<file path="src/rtl/sw_ctrl_pkg.sv">
// Shared constants and types for the switch-bank conditioning front end.
// Switch roles, debounce depth and the debounce history type live here, with
// a helper that builds the divider compare mask for a given divide exponent.
package sw_ctrl_pkg;

   localparam int SW_STEP_IDX  = 1;    // PC-advance request switch
   localparam int SW_WB_IDX    = 2;    // register-file write switch
   localparam int SW_SPEED_IDX = 15;   // CPU tick rate select switch
   localparam int DB_DEPTH     = 3;    // consecutive agreeing samples to change level

   typedef logic [DB_DEPTH-1:0] db_hist_t;

   localparam db_hist_t DB_ALL_ONES  = '1;
   localparam db_hist_t DB_ALL_ZEROS = '0;

   // Mask covering cnt[div:0]; a tick fires when those bits are all ones.
   function automatic logic [31:0] div_mask(input int div);
      return 32'((64'd1 << (div + 1)) - 64'd1);
   endfunction

endpackage

</file>
<file path="src/rtl/sw_db_cell.sv">
// One conditioned switch: two-flop synchroniser, sample history and the
// debounced level. The level only moves once DB_DEPTH consecutive samples
// agree, so any disturbance shorter than that never reaches the output.
module sw_db_cell
   import sw_ctrl_pkg::*;
(
   input  logic clk,
   input  logic rstn,
   input  logic i_strobe,   // shared sample strobe from the top
   input  logic i_sw,       // raw switch level, asynchronous to clk
   output logic o_db        // debounced level
);

   logic     r_sync0;
   logic     r_sync1;
   db_hist_t r_hist;
   logic     r_db;
   db_hist_t w_hist_next;

   assign w_hist_next = {r_hist[DB_DEPTH-2:0], r_sync1};

   // Bring the raw level into the clk domain through two flops.
   always_ff @(posedge clk or negedge rstn) begin
      if (!rstn) begin
         r_sync0 <= 1'b0;
         r_sync1 <= 1'b0;
      end else begin
         r_sync0 <= i_sw;
         r_sync1 <= r_sync0;
      end
   end

   // On each strobe shift in a sample; change level only on a unanimous history.
   always_ff @(posedge clk or negedge rstn) begin
      if (!rstn) begin
         r_hist <= DB_ALL_ZEROS;
         r_db   <= 1'b0;
      end else if (i_strobe) begin
         r_hist <= w_hist_next;
         if (w_hist_next == DB_ALL_ONES) begin
            r_db <= 1'b1;
         end else if (w_hist_next == DB_ALL_ZEROS) begin
            r_db <= 1'b0;
         end
      end
   end

   assign o_db = r_db;

endmodule

</file>
<file path="src/rtl/sw_step_ctrl.sv">
// Switch-bank front end for the single-cycle CPU top.
// Debounces all switches with a shared sample strobe, turns the step and
// register-write switches into single-clk pulses, and produces a free-running
// CPU tick enable whose rate is picked by the speed switch. No derived clocks.
// Optional build macro: STEP_AUTOREPEAT_EN -- while the step switch is held,
// step_pulse_o also fires on every tick after the initial edge pulse.
// N_SW must be large enough to cover SW_SPEED_IDX.
module sw_step_ctrl
   import sw_ctrl_pkg::*;
#(
   parameter int N_SW      = 16,
   parameter int DB_CYCLES = 1000000,
   parameter int FAST_DIV  = 25,
   parameter int SLOW_DIV  = 27
) (
   input  logic            clk,
   input  logic            rstn,
   input  logic [N_SW-1:0] sw_i,
   output logic [N_SW-1:0] sw_db_o,
   output logic            step_pulse_o,
   output logic            wb_pulse_o,
   output logic            tick_o
);

   localparam int               SMP_W     = (DB_CYCLES > 1) ? $clog2(DB_CYCLES) : 1;
   localparam logic [SMP_W-1:0] SMP_LAST  = SMP_W'(DB_CYCLES - 1);
   localparam logic [31:0]      FAST_MASK = div_mask(FAST_DIV);
   localparam logic [31:0]      SLOW_MASK = div_mask(SLOW_DIV);

   logic [SMP_W-1:0] r_smp_cnt;
   logic             w_strobe;
   logic [N_SW-1:0]  w_sw_db;

   logic             r_step_dly;
   logic             r_wb_dly;
   logic             r_step;
   logic             r_wb;
   logic             w_step_rise;
   logic             w_wb_rise;
   logic             w_step_fire;

   logic [31:0]      r_div_cnt;
   logic [31:0]      w_div_mask;
   logic             w_tick_hit;
   logic             r_tick;

   // Sample counter: one strobe every DB_CYCLES clocks, shared by all cells.
   always_ff @(posedge clk or negedge rstn) begin
      if (!rstn) begin
         r_smp_cnt <= '0;
      end else if (r_smp_cnt == SMP_LAST) begin
         r_smp_cnt <= '0;
      end else begin
         r_smp_cnt <= r_smp_cnt + 1'b1;
      end
   end

   assign w_strobe = (r_smp_cnt == SMP_LAST);

   genvar gi;
   generate
      for (gi = 0; gi < N_SW; gi++) begin : g_cell
         sw_db_cell u_cell (
            .clk      (clk),
            .rstn     (rstn),
            .i_strobe (w_strobe),
            .i_sw     (sw_i[gi]),
            .o_db     (w_sw_db[gi])
         );
      end
   endgenerate

   assign sw_db_o = w_sw_db;

   // Divider: free-running 32-bit count; the speed switch picks how many low bits must be ones.
   always_ff @(posedge clk or negedge rstn) begin
      if (!rstn) begin
         r_div_cnt <= '0;
      end else begin
         r_div_cnt <= r_div_cnt + 32'd1;
      end
   end

   // Low bit of the count toggles every clk, so the hit can never last two cycles,
   // and a rate change simply waits for the new field to fill with ones.
   assign w_div_mask = w_sw_db[SW_SPEED_IDX] ? SLOW_MASK : FAST_MASK;
   assign w_tick_hit = ((r_div_cnt & w_div_mask) == w_div_mask);

   assign w_step_rise = w_sw_db[SW_STEP_IDX] & ~r_step_dly;
   assign w_wb_rise   = w_sw_db[SW_WB_IDX]   & ~r_wb_dly;

`ifdef STEP_AUTOREPEAT_EN
   // Held step switch repeats at the tick rate; edge and tick together give one pulse.
   assign w_step_fire = w_step_rise | (w_sw_db[SW_STEP_IDX] & w_tick_hit);
`else
   assign w_step_fire = w_step_rise;
`endif

   // Edge detectors and registered output pulses.
   always_ff @(posedge clk or negedge rstn) begin
      if (!rstn) begin
         r_step_dly <= 1'b0;
         r_wb_dly   <= 1'b0;
         r_step     <= 1'b0;
         r_wb       <= 1'b0;
         r_tick     <= 1'b0;
      end else begin
         r_step_dly <= w_sw_db[SW_STEP_IDX];
         r_wb_dly   <= w_sw_db[SW_WB_IDX];
         r_step     <= w_step_fire;
         r_wb       <= w_wb_rise;
         r_tick     <= w_tick_hit;
      end
   end

   assign step_pulse_o = r_step;
   assign wb_pulse_o   = r_wb;
   assign tick_o       = r_tick;

endmodule

</file>
<file path="config.mk">
export PLATFORM = sky130hd
export DESIGN_NAME = sw_step_ctrl
export DESIGN_NICKNAME = d
export VERILOG_FILES = /design/src/rtl/sw_ctrl_pkg.sv /design/src/rtl/sw_db_cell.sv /design/src/rtl/sw_step_ctrl.sv
export SDC_FILE = /design/constraint.sdc
export NUM_CORES = 1
export LEC_CHECK = 0
export CORE_UTILIZATION = 55
export DETAILED_ROUTE_END_ITERATION = 10
export GPL_TIMING_DRIVEN = 0
export PLACE_DENSITY = 0.78
export SLEW_MARGIN = 40
export SYNTH_ARGS = -nofsm -noshare
export SYNTH_HDL_FRONTEND = slang
export SYNTH_SLANG_ARGS = --single-unit
</file>
<file path="constraint.sdc">
create_clock -name clk -period 4.8 [get_ports clk]
set_input_delay 0.72 -clock clk [delete_from_list [all_inputs] [get_ports clk]]
set_output_delay 0.72 -clock clk [all_outputs]
set_load 0.01 [all_outputs]
</file>
==> qor.csv <==
stage,metric,value,unit
drt,top sig layer,met4,
layout,Finished Cell Area,0.00678,mm^2
critical_path,worst-path cell chain,"buf_4, clkdlybuf4s50_1",
logic_synthesis,"EDFF count, synth",0,
critical_path,CP peak stage delay,510,ps
clock_tree,"Reg clk slew, reported paths",60,ps
timing,Fmax,432,MHz
logic_synthesis,Synth Area in Compound Gates,2.92,%
placed_design,Post-DP HPWL,6360,um
critical_path,Critical Path Slowest Stage Cell,clkdlybuf4s50_1,
logic_synthesis,synthesized area,0.00557,mm^2
outcome,status,"finished, final reports clean",
floorplanning,Die X-Extent,103,um
floorplanning,CORE AREA,0.00977,mm^2
drt,metal2 WL,5200,um
drt,Pre-Repair DR Iteration Count,4,
clock_tree,CTS root buf,clkbuf_8,
layout,area grow syn2layout,21.9,%
timing,Final Skew,7.63,ps
logic_synthesis,cells after synthesis,426,
logic_synthesis,post-synthesis adder-cell area fraction,0.450,%
layout,# fillers,696,
floorplanning,I/O pin total,37,
timing,RSZ-0062 raised after global routing,false,
timing,final period utilization,48.3,%
grt,vias in the first global route,3629,
critical_path,R2R depth,7,
logic_synthesis,largest family of logic cells by synthesized area,simple AND/OR/NAND/NOR gates,
floorplanning,height of the chip,103,um
timing,Worst-Margin Slew,645,ps
drt,vias post-DR,3465,
clock_tree,post_cts resized,0,
clock_tree,CTS Sinks,133,
logic_synthesis,xor-xnor portion of the synthesized cell area,6.29,%
clock_tree,source-to-sink clock delay at the later pin of the worst-skew pair,530,ps
drt,routed wl met3,370,um
timing,final hold vios,0,
critical_path,worst reg2reg setup slack,2560,ps
critical_path,Required @ worst endpoint,4080,ps
placed_design,placed inst area,0.00615,mm^2
placed_design,total placed cells including tap cells,597,
logic_synthesis,"Seq/Total Area, Yosys",59.8,%
floorplanning,die area,0.0105,mm^2
timing,Hold Slack,60.9,ps
power,total design power,2550,uW
min_path,HP Class,input pin to async pin,
logic_synthesis,Netlist cell types,35,
critical_path,Worst EP arrival,1600,ps
floorplanning,Starting Density,56.9,%
critical_path,Worst Path Max Fanout,4,
critical_path,critical path startpoint category,flop,
layout,Final Non-Filler Cells,629,
job,MaxCap Viol Count,0,
grt,antenna violations before repair,0,
timing,crit path time final,2320,ps
drt,post-route ant nets,0,
drt,Post-Route WL,10400,um
clock_tree,Setup Buffers After CTS,0,
power,leak pwr,0.00302,uW
clock_tree,TritonCTS clock tree,yes,
logic_synthesis,multiplexer share of the synthesized area,11.9,%
logic_synthesis,Synth Flop Type,dfrtp_1,
grt,first-pass GRT wire length,17600,um
layout,"commonest non-fill, non-tap cell in the layout",dfrtp_1,
layout,Reg area,0.00333,mm^2
placed_design,routability congestion estimate,0.762,
logic_synthesis,Post-synth ARST share,100,%
drt,Initial DRC Count,135,
clock_tree,total CTS buffers,17,
critical_path,FF-to-FF End,g_cell[13].u_cell.o_db$_DFFE_PN0P_,
logic_synthesis,Avg Inst Size Synth,13.1,um^2
drt,routed length on met1,4630,um
logic_synthesis,Seq cells post-synth,133,
timing,Final Max Slew Viols,0,
layout,Multi-input gate area,0.00197,mm^2
drt,drt drc,0,
critical_path,cell family with most CP delay,buffers and inverters,
layout,nets,503,
grt,Total GRT Usage,22.6,%
power,Peak VDD IR,298,uV
logic_synthesis,fraction of the mapped netlist area in simple logic gates,13.8,%
timing,slew margin rel.,56.7,%
power,PwrDens,376,mW/mm^2
timing,setup violators final,0,
clock_tree,cts hold-fix bufs,0,
layout,antenna cells,0,
critical_path,worst r2r src,r_smp_cnt[0]$_DFF_PN0_,
layout,"commonest non-fill, non-tap cells in the layout","dfrtp_1 (133), nand3_1 (36), clkdlybuf4s50_1 (35)",
clock_tree,Max clock buf depth,2,
grt,GR Overflow Total,0,
critical_path,Critical Path Sink Type,output port,
critical_path,WP buf/inv,2,
logic_synthesis,yosys warns,0,
placed_design,port bufs,36,
floorplanning,Rows,36,
clock_tree,H-tree depth,4,
critical_path,Stages on worst setup path,2,
grt,largest net degree at the start of global routing,51,
logic_synthesis,Syn Nets,446,
critical_path,Critical Setup Path Class,flop to output port,
layout,ratio of cells with drive above 1 in the final layout,19.8,%
drt,vias per cell,5.51,
drt,detailed-route wire length per cell,16.6,um
## cells in the mapped netlist, types with 4 or more instances
cell | number | area (um^2)
clkbuf_1 | 5 | 18.8
xnor2_1 | 32 | 280
nor2_1 | 16 | 60.1
and2_1 | 5 | 31.3
and3_1 | 5 | 31.3
nand4_1 | 15 | 93.8
nor3_1 | 24 | 120
buf_4 | 16 | 120
o41ai_1 | 16 | 140
mux2i_1 | 19 | 190
nand2_1 | 27 | 101
mux2_4 | 30 | 450
dfrtp_1 | 133 | 3330
inv_1 | 4 | 15.0
nand3_1 | 36 | 180
xor2_1 | 8 | 70.1
## worst max path at each step
stage | startpoint | to | slack (ps)
6_report | g_cell[15].u_cell.o_db$_DFFE_PN0P_ | sw_db_o[15] | 2480
5_1_grt | r_smp_cnt[0]$_DFF_PN0_ | g_cell[13].u_cell.o_db$_DFFE_PN0P_ | 2390
4_1_cts | g_cell[15].u_cell.o_db$_DFFE_PN0P_ | sw_db_o[15] | 2460
3_5_place_dp | r_smp_cnt[0]$_DFF_PN0_ | g_cell[5].u_cell.o_db$_DFFE_PN0P_ | 2580
3_3_place_gp | rstn | r_div_cnt[25]$_DFF_PN0_ | -1940
2_1_floorplan | r_smp_cnt[0]$_DFF_PN0_ | g_cell[0].u_cell.r_hist[0]$_DFFE_PN0N_ | 2880
## through the flow
step           setup slack [ps]  TNS [ps]  util [%]
2_1_floorplan              2880         0         -
3_3_place_gp              -1940   -257290      62.3
3_5_place_dp               2580         0      62.9
4_1_cts                    2460         0      69.4
5_1_grt                    2390         0      69.4
6_report                   2480         0      69.4
## cell type report
cell class	instances	area share (%)
Tap cell	133	2.45
Buffer	30	3.65
Timing Repair Buffer	38	6.20
Sequential cell	133	49.1
Clock inverter	11	2.55
Clock buffer	21	6.77
Inverter	5	0.277
Multi-Input combinational cell	258	29.0
## flip-flops by register name (all words and copies together), names as in the netlist
signal	flops
g_cell.u_cell.r_hist	32
r_div_cnt	28
r_smp_cnt	20
g_cell.u_cell.o_db	16
g_cell.u_cell.r_sync0	16
g_cell.u_cell.r_sync1	16
r_step_dly	1
r_wb_dly	1
step_pulse_o	1
tick_o	1
wb_pulse_o	1
## per-layer routing
| metal | up-vias | GRT usage (%) |
|---|---|---|
| li1 | 1611 | - |
| met1 | 1771 | 27.7 |
| met2 | 61 | 37.1 |
| met3 | 22 | 7.05 |
| met4 | 0 | 9.67 |
| met5 | - | 0 |
## power breakdown
| part | switching, uW | total, uW | leakage (uW) | internal [uW] |
|---|---|---|---|---|
| sequential | 8.48 | 1140 | 0.00176 | 1140 |
| clock | 478 | 1360 | 0.000297 | 886 |
| combinational | 23.1 | 40.6 | 0.000966 | 17.5 |
## worst register-to-register path: stages (launching register included)
cell      delay (ps)
dfrtp_1          410
ha_1             250
nand4_1          160
clkbuf_1         410
clkbuf_1         520
nor3_1           130
mux2i_1          190
nand2_1           70
## cell families (layout without fill, tap and decap cells)
| kind of cell | Yosys count | count (layout) |
|---|---|---|
| multiplexers | 51 | 51 |
| XOR/XNOR | 40 | 40 |
| buffers and inverters | 35 | 105 |
| AO/OA/AOI/OAI | 20 | 20 |
| flip-flops | 133 | 133 |
| adder cells (fa/ha/maj) | 2 | 2 |
| AND/OR/NAND/NOR | 145 | 145 |
(Power assumes the default switching activity.)
